### src/rtl/spi_bus_arbiter.sv
// spi_bus_arbiter: hands a single shared SPI master to one of two requesters.
// Ownership is level-held on req_i, released through DRAIN (wait for the shifter)
// and GUARD (idle gap so SSn deasserts). Simultaneous requests alternate.
// Optional feature: define SPI_ARB_TIMEOUT_EN to bound each ownership to
// HOLD_MAX grant cycles, with sticky timeout flags and per-requester masking.
module spi_bus_arbiter #(
  parameter int HOLD_MAX  = 1023,
  parameter int GUARD_CYC = 2
) (
  input  logic       HCLK,
  input  logic       HRESETn,
  input  logic [1:0] req_i,
  input  logic       spi_busy_i,
  output logic [1:0] gnt_o,
  output logic       sel_o,
  output logic       busy_o,
  output logic [1:0] timeout_o,
  input  logic       tmo_clr_i
);

  typedef enum logic [1:0] {
    ST_IDLE  = 2'd0,
    ST_GRANT = 2'd1,
    ST_DRAIN = 2'd2,
    ST_GUARD = 2'd3
  } state_t;

  localparam logic       GUARD_EN   = (GUARD_CYC > 0);
  localparam logic [3:0] GUARD_LAST = (GUARD_CYC > 0) ? 4'(GUARD_CYC - 1) : 4'd0;

  state_t     state_q, state_d;
  logic [1:0] gnt_q, gnt_d;
  logic       sel_q, sel_d;
  logic       busy_q, busy_d;
  logic       last_q, last_d;
  logic [3:0] guard_cnt_q, guard_cnt_d;
  logic [1:0] elig_s;
  logic       win_s;
  logic       grant_now_s;

`ifdef SPI_ARB_TIMEOUT_EN
  localparam logic [15:0] HOLD_LAST = 16'(HOLD_MAX - 1);
  logic [15:0] hold_cnt_q, hold_cnt_d;
  logic [1:0]  mask_q, mask_d;
  logic [1:0]  tmo_q, tmo_d;
`else
  logic unused_tmo_clr_s;
  assign unused_tmo_clr_s = tmo_clr_i;
`endif

  // Round-robin pick: on a tie the requester not served last wins.
  function automatic logic pick_winner(input logic [1:0] elig, input logic last);
    logic win;
    if (elig == 2'b11) begin
      win = ~last;
    end else begin
      win = elig[1];
    end
    return win;
  endfunction

  // Next-state, grant, select, counter and flag computation.
  always_comb begin
    state_d     = state_q;
    gnt_d       = gnt_q;
    sel_d       = sel_q;
    last_d      = last_q;
    guard_cnt_d = guard_cnt_q;
    grant_now_s = 1'b0;
`ifdef SPI_ARB_TIMEOUT_EN
    hold_cnt_d  = hold_cnt_q;
    // a mask lifts once its requester has let go of req_i
    mask_d      = mask_q & req_i;
    tmo_d       = tmo_clr_i ? 2'b00 : tmo_q;
    elig_s      = req_i & ~mask_q;
`else
    elig_s      = req_i;
`endif
    win_s       = pick_winner(elig_s, last_q);

    case (state_q)
      ST_IDLE: begin
        if (elig_s != 2'b00) begin
          grant_now_s = 1'b1;
        end else begin
          state_d = ST_IDLE;
        end
      end
      ST_GRANT: begin
        // a voluntary drop wins over a simultaneous hold-limit hit
        if (!req_i[sel_q]) begin
          state_d = ST_DRAIN;
          gnt_d   = 2'b00;
        end
`ifdef SPI_ARB_TIMEOUT_EN
        else if (hold_cnt_q == HOLD_LAST) begin
          state_d       = ST_DRAIN;
          gnt_d         = 2'b00;
          tmo_d[sel_q]  = 1'b1;
          mask_d[sel_q] = 1'b1;
        end else begin
          hold_cnt_d = hold_cnt_q + 16'd1;
        end
`else
        else begin
          state_d = ST_GRANT;
        end
`endif
      end
      ST_DRAIN: begin
        if (spi_busy_i) begin
          state_d = ST_DRAIN;
        end else if (GUARD_EN) begin
          state_d     = ST_GUARD;
          guard_cnt_d = 4'd0;
        end else if (elig_s != 2'b00) begin
          // no guard gap: arbitrate here so DRAIN is the only zero-grant cycle
          grant_now_s = 1'b1;
        end else begin
          state_d = ST_IDLE;
        end
      end
      ST_GUARD: begin
        if (guard_cnt_q == GUARD_LAST) begin
          state_d = ST_IDLE;
        end else begin
          guard_cnt_d = guard_cnt_q + 4'd1;
        end
      end
      default: begin
        state_d = ST_IDLE;
        gnt_d   = 2'b00;
      end
    endcase

    if (grant_now_s) begin
      state_d = ST_GRANT;
      gnt_d   = win_s ? 2'b10 : 2'b01;
      sel_d   = win_s;
      last_d  = win_s;
`ifdef SPI_ARB_TIMEOUT_EN
      hold_cnt_d = 16'd0;
`endif
    end else begin
      last_d = last_q;
    end

    busy_d = (state_d != ST_IDLE);
  end

  // State and registered outputs; reset removes the grant immediately.
  always_ff @(posedge HCLK or negedge HRESETn) begin
    if (!HRESETn) begin
      state_q     <= ST_IDLE;
      gnt_q       <= 2'b00;
      sel_q       <= 1'b0;
      busy_q      <= 1'b0;
      last_q      <= 1'b1;
      guard_cnt_q <= 4'd0;
`ifdef SPI_ARB_TIMEOUT_EN
      hold_cnt_q  <= 16'd0;
      mask_q      <= 2'b00;
      tmo_q       <= 2'b00;
`endif
    end else begin
      state_q     <= state_d;
      gnt_q       <= gnt_d;
      sel_q       <= sel_d;
      busy_q      <= busy_d;
      last_q      <= last_d;
      guard_cnt_q <= guard_cnt_d;
`ifdef SPI_ARB_TIMEOUT_EN
      hold_cnt_q  <= hold_cnt_d;
      mask_q      <= mask_d;
      tmo_q       <= tmo_d;
`endif
    end
  end

  assign gnt_o  = gnt_q;
  assign sel_o  = sel_q;
  assign busy_o = busy_q;
`ifdef SPI_ARB_TIMEOUT_EN
  assign timeout_o = tmo_q;
`else
  assign timeout_o = 2'b00;
`endif

endmodule

### config.mk
export PLATFORM = sky130hd
export DESIGN_NAME = spi_bus_arbiter
export DESIGN_NICKNAME = d
export VERILOG_FILES = /design/src/rtl/spi_bus_arbiter.sv
export SDC_FILE = /design/constraint.sdc
export NUM_CORES = 1
export LEC_CHECK = 0
export CAP_MARGIN = 20
export CORE_AREA = 2 2 39 41
export CTS_CLUSTER_DIAMETER = 200
export CTS_CLUSTER_SIZE = 16
export DETAILED_ROUTE_END_ITERATION = 8
export DIE_AREA = 0 0 41 43
export PLACE_DENSITY = 0.83
export SETUP_SLACK_MARGIN = 0.4
export SLEW_MARGIN = 5
export SYNTH_ARGS = -nofsm -noshare
export SYNTH_HDL_FRONTEND = slang
export SYNTH_SLANG_ARGS = --single-unit
### constraint.sdc
create_clock -name HCLK -period 1.9 [get_ports HCLK]
set_input_delay 0.38 -clock HCLK [delete_from_list [all_inputs] [get_ports HCLK]]
set_output_delay 0.38 -clock HCLK [all_outputs]
set_load 0.05 [all_outputs]
==> impl_metrics.toml, run 1 <==
[sta]
relSlewSlack = 0.659
hold_violations = 0
grt_setup_unrepaired = "true"
report.final.slew_viol_count = 0
final-setup-viol-count = 0
fmax_ghz = 0.673
setup-tns-final_ns = 0
period_needed_ns = 1.49
period_share = 0.783
skew_ns = 0.000861
worst_pin_slew_ns = 0.510
finalHoldWorstSlack_ns = 0.451

[critical_path]
slowest_delay_ns = 0.43
rr_endpoint = "guard_cnt_q[0]"
critPathKind = "reg2reg"
cp.required_ns = 2.06
rr_startpoint = "guard_cnt_q[0]"
r2r_slack_ns = 0.41
critPathSlowestCell = "dfrtp_1"
startpoint = "guard_cnt_q[0]"
worst-path-max-fanout = 5
crit_chain = "ha_1, nor3b_4, buf_4, mux2_2, a22o_1"
cp.arrival_ns = 1.64
ff2ff_path_depth = 5
crit_path_start_kind = "register"
cp-end-kind = "register"

[floorplan]
start_util = 0.444
fp.dieArea_mm2 = 0.00176
coreArea_mm2 = 0.00138
die_w_um = 41
rows = 14
ioPinCount = 12
dieHeight_um = 43

[global_route]
grt_pass1_vias = 449
grt_pass1_wl_um = 1860
grt_max_degree = 16
overflow = 0
grt_use_total = 0.160
antenna_found_initial = 0

[routing]
met3_length_um = 59
vias_per_cell = 5.31
wl_met1_um = 496
dr.pass1.iters = 4
drcViolationCount = 0
drt-initial-drc-count = 18
ant_nets = 0
vias = 494
wl_per_cell_um = 12.1
route.met2.wl_um = 537
highest_layer = "met4"
wirelength_um = 1130

[clock_tree]
postCtsHoldBufs = 0
htree_levels = 1
tritoncts = "built"
cts_buffers = 3
clock-root-buffer = "clkbuf_4"
clk_latency_ns = 0.26
cts.clk_slew.worst_paths_ns = 0.07
cts_sinks = 11
clockBufferDepth = 2

[synthesis]
synth_top_family_by_area = "simple AND/OR/NAND/NOR gates"
netlist_area_um2 = 614
synth_simple_gate_area_frac = 0.222
ys_ff_latch = 11
synthAdderAreaFrac = 0.0407
ys_types = 27
ys.flop_type = "dfrtp_1"
async_flop_share = 1.00
yosysWarnings = 0
synth_compound_area_frac = 0.165
syn_inst = 65
synth_mux_area_frac = 0.0346
synth_edf_count = 0
syn_area_per_cell_um2 = 9.45
synth_xor_area_frac = 0
synth_seq_area_share = 0.450

[pwr]
swShare = 0.446
power_frac_seq = 0.388
p_switching_w = 0.000568
p_leak_nw = 0.329
p_int_w = 0.000704
power_density_mw_per_mm2 = 1760
clkPwrFrac = 0.123
fin_total_pwr_w = 0.00127
p_comb_frac = 0.489
peakVddDrop_mv = 0.748

[cells_and_area]
num-fill-cells = 127
antenna_cells = 0
utilization = 0.522
final_cell_mix = "dfrtp_1 (10), nand2_1 (7), inv_1 (5)"
drive_above_1_share = 0.195
syn2layout_area_growth_pct = 17.5
layout.nets = 86
final_common_cell = "dfrtp_1"

[place]
gp_congestion = 0.753
hpwl_um = 750
portBuffers = 8

[flow_run]
timing.max_cap.violations = 0

[min_path]
hp-class = "in2async"

[status]
status = "finished, final reports clean"
worst max path at each step:
stage | end | slack, ns
after floorplan | guard_cnt_q[0] | 0.51
after global placement | gnt_o[0] | 0.29
after detailed placement | gnt_o[0] | 0.27
after CTS | gnt_o[0] | 0.37
after global routing | guard_cnt_q[0] | 0.31
final | guard_cnt_q[0] | 0.41
metal layers:
| metal | vias up | track usage |
|---|---|---|
| li1 | 244 | - |
| met1 | 229 | 0.208 |
| met2 | 17 | 0.222 |
| met3 | 4 | 0.0471 |
| met4 | 0 | 0.100 |
| met5 | - | 0 |
metrics by stage:
step | instance area [um2] | std cells | setup WS [ns]
detailed placement | 684 | 86 | 0.272
CTS | 723 | 92 | 0.372
global placement | 684 | 86 | 0.294
finish | 722 | 93 | 0.413
floorplan | 618 | 66 | 0.510
global route | 722 | 93 | 0.312
cell families after synthesis:
logic type | count (synthesis)
AOI/OAI and AO/OA | 15
DFF | 11
and+or+nand+nor | 25
muxes | 2
adders and majority gates | 2
other | 1
buffers and inverters | 9
cell usage after synthesis (2+ instances only):
cell	number	area, um2
a22o_1	2	17.5
a21oi_1	2	10.0
nor3_1	2	10.0
dfrtp_1	10	250
o22ai_1	2	12.5
inv_1	5	18.8
nor2b_1	3	18.8
ha_1	2	25.0
nor2_1	4	15.0
buf_4	2	15.0
nand2_1	7	26.3
nand2b_1	3	18.8
o21ai_1	3	15.0
a31oi_1	3	18.8
nand3_1	3	15.0
power groups by stage:
stage	registers (W)	logic [W]	clock network [W]
2_1_floorplan	0.000562	0.000397	0
3_3_place_gp	0.000491	0.000576	0
3_5_place_dp	0.000496	0.000591	0
4_1_cts	0.000491	0.000607	0.000163
5_1_grt	0.000515	0.000692	0.000175
6_report	0.000494	0.000622	0.000156
state kept, by name, indices dropped and copies added (netlist names):
name and cells:
guard_cnt_q 4, gnt_o 2, state_q 2, busy_o 1, last_q 1, sel_o 1
timing repair:
| action | in CTS | in global routing |
|---|---|---|
| buffers inserted | 2 | 1 |
| gates resized for setup | 4 | 6 |
| pin swaps | 0 | 0 |
| setup endpoints to repair | 4 | 8 |
worst max-delay path, delay by kind of cell (launching register included):
family | cells | cell delay [ns]
flip-flops | 1 | 0.43
multiplexers | 1 | 0.25
adder cells (fa/ha/maj) | 1 | 0.22
AO/OA/AOI/OAI | 1 | 0.18
AND/OR/NAND/NOR | 1 | 0.16
buffers and inverters | 1 | 0.14
cell type report:
cell class                      instances  area, um2  share of cell area
Inverter                                5       18.8              0.0260
Timing Repair Buffer                   11       85.1               0.118
Sequential cell                        11        277               0.383
Multi-Input combinational cell         46        295               0.409
Tap cell                               16       20.0              0.0277
Clock buffer                            4       26.3              0.0364
Note: power is estimated with default switching activity, not from simulation.
==> run 2: changes to the inputs <==
--- a/config.mk
+++ b/config.mk
@@ -6,12 +6,11 @@
 export NUM_CORES = 1
 export LEC_CHECK = 0
 export CAP_MARGIN = 20
-export CORE_AREA = 2 2 39 41
+export CORE_UTILIZATION = 43
 export CTS_CLUSTER_DIAMETER = 200
 export CTS_CLUSTER_SIZE = 16
 export DETAILED_ROUTE_END_ITERATION = 8
-export DIE_AREA = 0 0 41 43
-export PLACE_DENSITY = 0.83
+export PLACE_DENSITY = 0.82
 export SETUP_SLACK_MARGIN = 0.4
 export SLEW_MARGIN = 5
 export SYNTH_ARGS = -nofsm -noshare
==> constraint.sdc (replaced) <==
create_clock -name HCLK -period 1.2 [get_ports HCLK]
set_input_delay 0.24 -clock HCLK [delete_from_list [all_inputs] [get_ports HCLK]]
set_output_delay 0.24 -clock HCLK [all_outputs]
set_load 0.05 [all_outputs]
==> impl_metrics.toml, run 2 (same netlist as run 1, synthesis figures left out) <==
[routing]
wirelength_um = 1710
drt-initial-drc-count = 7
drcViolationCount = 0
dr.pass1.iters = 4
ant_nets = 0
vias_per_cell = 5.23
wl_per_cell_um = 15.6
vias = 575

[cells_and_area]
drive_above_1_share = 0.463
final_cell_mix = "buf_4 (16), nand2_1 (6), dfrtp_1 (6), inv_1 (5), buf_6 (5)"
final_common_cell = "buf_4"
largest_reg_flops = 4
antenna_cells = 0
syn2layout_area_growth_pct = 58.0
layout.nets = 104
regMostFlops = "guard_cnt_q"
instances_no_fill = 110

[place]
portBuffers = 8
dp.cells = 96
hpwl_um = 967
gp_congestion = 0.761
place_ws_ns = -0.296

[critical_path]
cp.required_ns = 1.34
slowest_delay_ns = 0.38
startpoint = "guard_cnt_q[1]"
cp-end-kind = "register"
critPathKind = "reg2reg"
cp.arrival_ns = 1.59
rr_startpoint = "guard_cnt_q[1]"
worst-path-max-fanout = 3
crit_path_start_kind = "register"
critPathSlowestCell = "dfrtp_1"
crit_chain = "inv_1, ha_2, nor3b_4, buf_4, a211o_1, o31a_1, nor2_1"

[clock_tree]
clockBufferDepth = 2
cts.clk_slew.worst_paths_ns = 0.07
cts_buffers = 3
cts_sinks = 11
clock-root-buffer = "clkbuf_4"
tritoncts = "built"
postCtsHoldBufs = 0
htree_levels = 1
clk_latency_ns = 0.26

[min_path]
hp-class = "in2async"

[sta]
report.final.slew_viol_count = 0
worst_slack_ns = -0.254
period_needed_ns = 1.45
setup-tns-final_ns = -1.23
final-setup-viol-count = 6
fmax_ghz = 0.688
hold_violations = 0
grt_setup_unrepaired = "true"
period_share = 1.21
skew_ns = 0.00237

[pwr]
p_leak_nw = 0.453
fin_total_pwr_w = 0.00280
peakVddDrop_mv = 1.73
power_density_mw_per_mm2 = 2890

[floorplan]
die_w_um = 39.8
dieHeight_um = 39.8
rows = 13
start_util = 0.466
ioPinCount = 12
fp.dieArea_mm2 = 0.00158
coreArea_mm2 = 0.00132

[global_route]
grt_pass1_vias = 596
overflow = 0
grt_pass1_wl_um = 2480
grt_use_total = 0.239
antenna_found_initial = 0
grt_max_degree = 12

[status]
status = "finished with violations"
violations = "setup timing"

[flow_run]
timing.max_cap.violations = 0
[run 2: area by class of cell]
| cell class | count | area, um2 |
|---|---|---|
| fillers | 84 | 347 |
| multi-input cells | 46 | 328 |
| repair buffers | 29 | 298 |
| flip-flops and latches | 11 | 282 |
| clock buffers | 4 | 26.3 |
| inverters | 5 | 18.8 |
| well taps | 15 | 18.8 |
[run 2: per-stage QoR]
stage	util	hold slack, ns	cell area, um2
3_3_place_gp	0.623	0.530	821
3_5_place_dp	0.623	0.555	821
2_1_floorplan	-	-0.0556	633
5_1_grt	0.737	0.298	971
6_report	0.737	0.265	971
4_1_cts	0.701	0.267	923
[run 2: layer usage]
| metal | vias up | track usage | routed length, um |
|---|---|---|---|
| li1 | 285 | - | - |
| met1 | 277 | 0.257 | 677 |
| met2 | 11 | 0.475 | 982 |
| met3 | 2 | 0.0341 | 40 |
| met4 | 0 | 0.0517 | 12 |
| met5 | - | 0 | 0 |
[run 2: final timing paths]
path                                    to  slack (ns)  depth (start not counted)
worst min-delay path            state_q[1]        0.27                          2
max in group asynchronous           last_q        0.71                          2
min in group HCLK                   last_q        0.36                          2
worst max-delay path            state_q[0]       -0.25                          7
worst max register to register  state_q[0]       -0.25                          7
worst min register to register      last_q        0.56                          2
[run 2: timing repair]
| item | in CTS | in global routing |
|---|---|---|
| pin swaps | 6 | 7 |
| cloned | 0 | 1 |
| endpoints found under the setup margin | 15 | 15 |
| setup buffers | 7 | 2 |
| gates resized for setup | 7 | 8 |
[run 2: power by group]
group / internal [W] / switching (W) / total, W
clock: 0.000128 / 0.000124 / 0.000252
sequential: 0.000559 / 0.000184 / 0.000743
combinational: 0.000974 / 0.000832 / 0.00181
total: 0.00166 / 0.00114 / 0.00280
[run 2: worst max-delay path: cells and delay by family (launching register included)]
family / cells / cell delay [ns]
flops: 1 / 0.38
compound gates: 2 / 0.33
simple gates: 2 / 0.26
buf+inv: 2 / 0.21
fa+ha+maj: 1 / 0.16
==> run 3: changes to the inputs <==
--- a/config.mk
+++ b/config.mk
@@ -5,11 +5,12 @@
 export SDC_FILE = /design/constraint.sdc
 export NUM_CORES = 1
 export LEC_CHECK = 0
-export CAP_MARGIN = 20
+export CAP_MARGIN = 5
 export CORE_UTILIZATION = 43
 export CTS_CLUSTER_DIAMETER = 200
 export CTS_CLUSTER_SIZE = 16
 export DETAILED_ROUTE_END_ITERATION = 8
+export MAX_ROUTING_LAYER = met4
 export PLACE_DENSITY = 0.82
 export SETUP_SLACK_MARGIN = 0.4
 export SLEW_MARGIN = 5
==> impl_metrics.toml, run 3 (same netlist as run 1, synthesis figures left out) <==
[pwr]
p_comb_frac = 0.645
p_leak_nw = 0.453
clkPwrFrac = 0.090
peakVddDrop_mv = 1.73
swShare = 0.406
power_frac_seq = 0.265
power_density_mw_per_mm2 = 2880
fin_total_pwr_w = 0.00280
p_switching_w = 0.00114
p_int_w = 0.00166

[place]
place_ws_ns = -0.296
hpwl_um = 967
portBuffers = 8
gp_congestion = 0.771

[cells_and_area]
multi_input_area_um2 = 328
largest_reg_flops = 4
regMostFlops = "guard_cnt_q"
num-fill-cells = 84
syn2layout_area_growth_pct = 58.0
layout.nets = 104
seqCellArea_um2 = 282
antenna_cells = 0
final_cell_mix = "buf_4 (16), nand2_1 (6), dfrtp_1 (6), inv_1 (5), buf_6 (5)"
drive_above_1_share = 0.463
final_common_cell = "buf_4"

[routing]
vias_per_cell = 5.22
dr.pass1.iters = 4
wirelength_um = 1710
drcViolationCount = 0
drt-initial-drc-count = 9
wl_per_cell_um = 15.5
vias = 574
ant_nets = 0

[floorplan]
coreArea_mm2 = 0.00132
dieHeight_um = 39.8
rows = 13
start_util = 0.466
ioPinCount = 12
die_w_um = 39.8
fp.dieArea_mm2 = 0.00158

[critical_path]
cp.arrival_ns = 1.59
crit_path_start_kind = "register"
slowest_delay_ns = 0.38
crit_chain = "inv_1, ha_2, nor3b_4, buf_4, a211o_1, o31a_1, nor2_1"
startpoint = "guard_cnt_q[1]"
r2r_slack_ns = -0.25
critPathSlowestCell = "dfrtp_1"
cp-end-kind = "register"
rr_startpoint = "guard_cnt_q[1]"
critPathKind = "reg2reg"
cp.required_ns = 1.34
worst-path-max-fanout = 3

[global_route]
antenna_found_initial = 0
grt_max_degree = 12
grt_use_total = 0.245
overflow = 0
grt_pass1_wl_um = 2480
grt_pass1_vias = 600

[sta]
finalHoldWorstSlack_ns = 0.265
report.final.slew_viol_count = 0
fmax_ghz = 0.689
hold_violations = 0
grt_setup_unrepaired = "true"
worst_slack_ns = -0.252
skew_ns = 0.00266
period_share = 1.21
period_needed_ns = 1.45
final-setup-viol-count = 6

[min_path]
hp-class = "in2async"

[clock_tree]
clockBufferDepth = 2
htree_levels = 1
cts_sinks = 11
clock-root-buffer = "clkbuf_4"
cts.clk_slew.worst_paths_ns = 0.07
clk_latency_ns = 0.26
postCtsHoldBufs = 0
cts_buffers = 3
tritoncts = "built"

[status]
violations = "setup timing"
status = "finished with violations"

[flow_run]
timing.max_cap.violations = 0
## run 3: cell counts in the layout (fill, tap and decap cells not counted)
No cell type changed its count.
## run 3: worst max-delay path, delay by kind of cell (launching register included)
family	cells	cell delay, ns
AND/OR/NAND/NOR	2	0.26
adder cells (fa/ha/maj)	1	0.16
AO/OA/AOI/OAI	2	0.33
buffers and inverters	2	0.21
flip-flops	1	0.38
## run 3: routing by layer
layer  GRT usage  up-vias  part of all wire  wire, um
met5           -        -                 0         0
met4      0.0517        0             0.018        31
met3      0.0341        4             0.022        37
met2       0.475       11              0.57       971
met1       0.257      274              0.39       665
li1            -      285                 -         -
## run 3: final timing paths
kind / endpoint / depth (start not counted)
max in group asynchronous: last_q / 2
setup / recovery: state_q[0] / 7
hold reg to reg: last_q / 2
hold / removal: state_q[1] / 2
setup reg to reg: state_q[0] / 7
min in group HCLK: last_q / 2
## run 3: power by group through the flow
stage / Sequential, W / Clock, W / Combinational [W]
after floorplan: 0.000903 / 0 / 0.000660
after global placement: 0.000727 / 0 / 0.00136
after detailed placement: 0.000728 / 0 / 0.00140
after CTS: 0.000723 / 0.000254 / 0.00162
after global routing: 0.000762 / 0.000271 / 0.00192
final: 0.000743 / 0.000252 / 0.00181
## run 3: repair_timing
action	in CTS	in global routing
buffers inserted	7	2
endpoints found under the hold margin	0	0
resized for setup	7	8
endpoints found under the setup margin	15	15
gates cloned	0	1
pin swaps	6	7
## run 3: stage by stage
| step | instance area, um2 | util | TNS (ns) | instances |
|---|---|---|---|---|
| floorplan | 633 | - | -0.387 | 66 |
| global placement | 821 | 0.623 | -1.47 | 96 |
| detailed placement | 821 | 0.623 | -1.88 | 96 |
| CTS | 923 | 0.701 | -0.932 | 107 |
| finish | 971 | 0.737 | -1.23 | 110 |
| global route | 971 | 0.737 | -1.71 | 110 |
## run 3: cell type report
class	count	share of cell area
multi-input cells	46	0.338
repair buffers	29	0.307
flip-flops and latches	11	0.290
clock buffers	4	0.0271
inverters	5	0.0193
well taps	15	0.0193
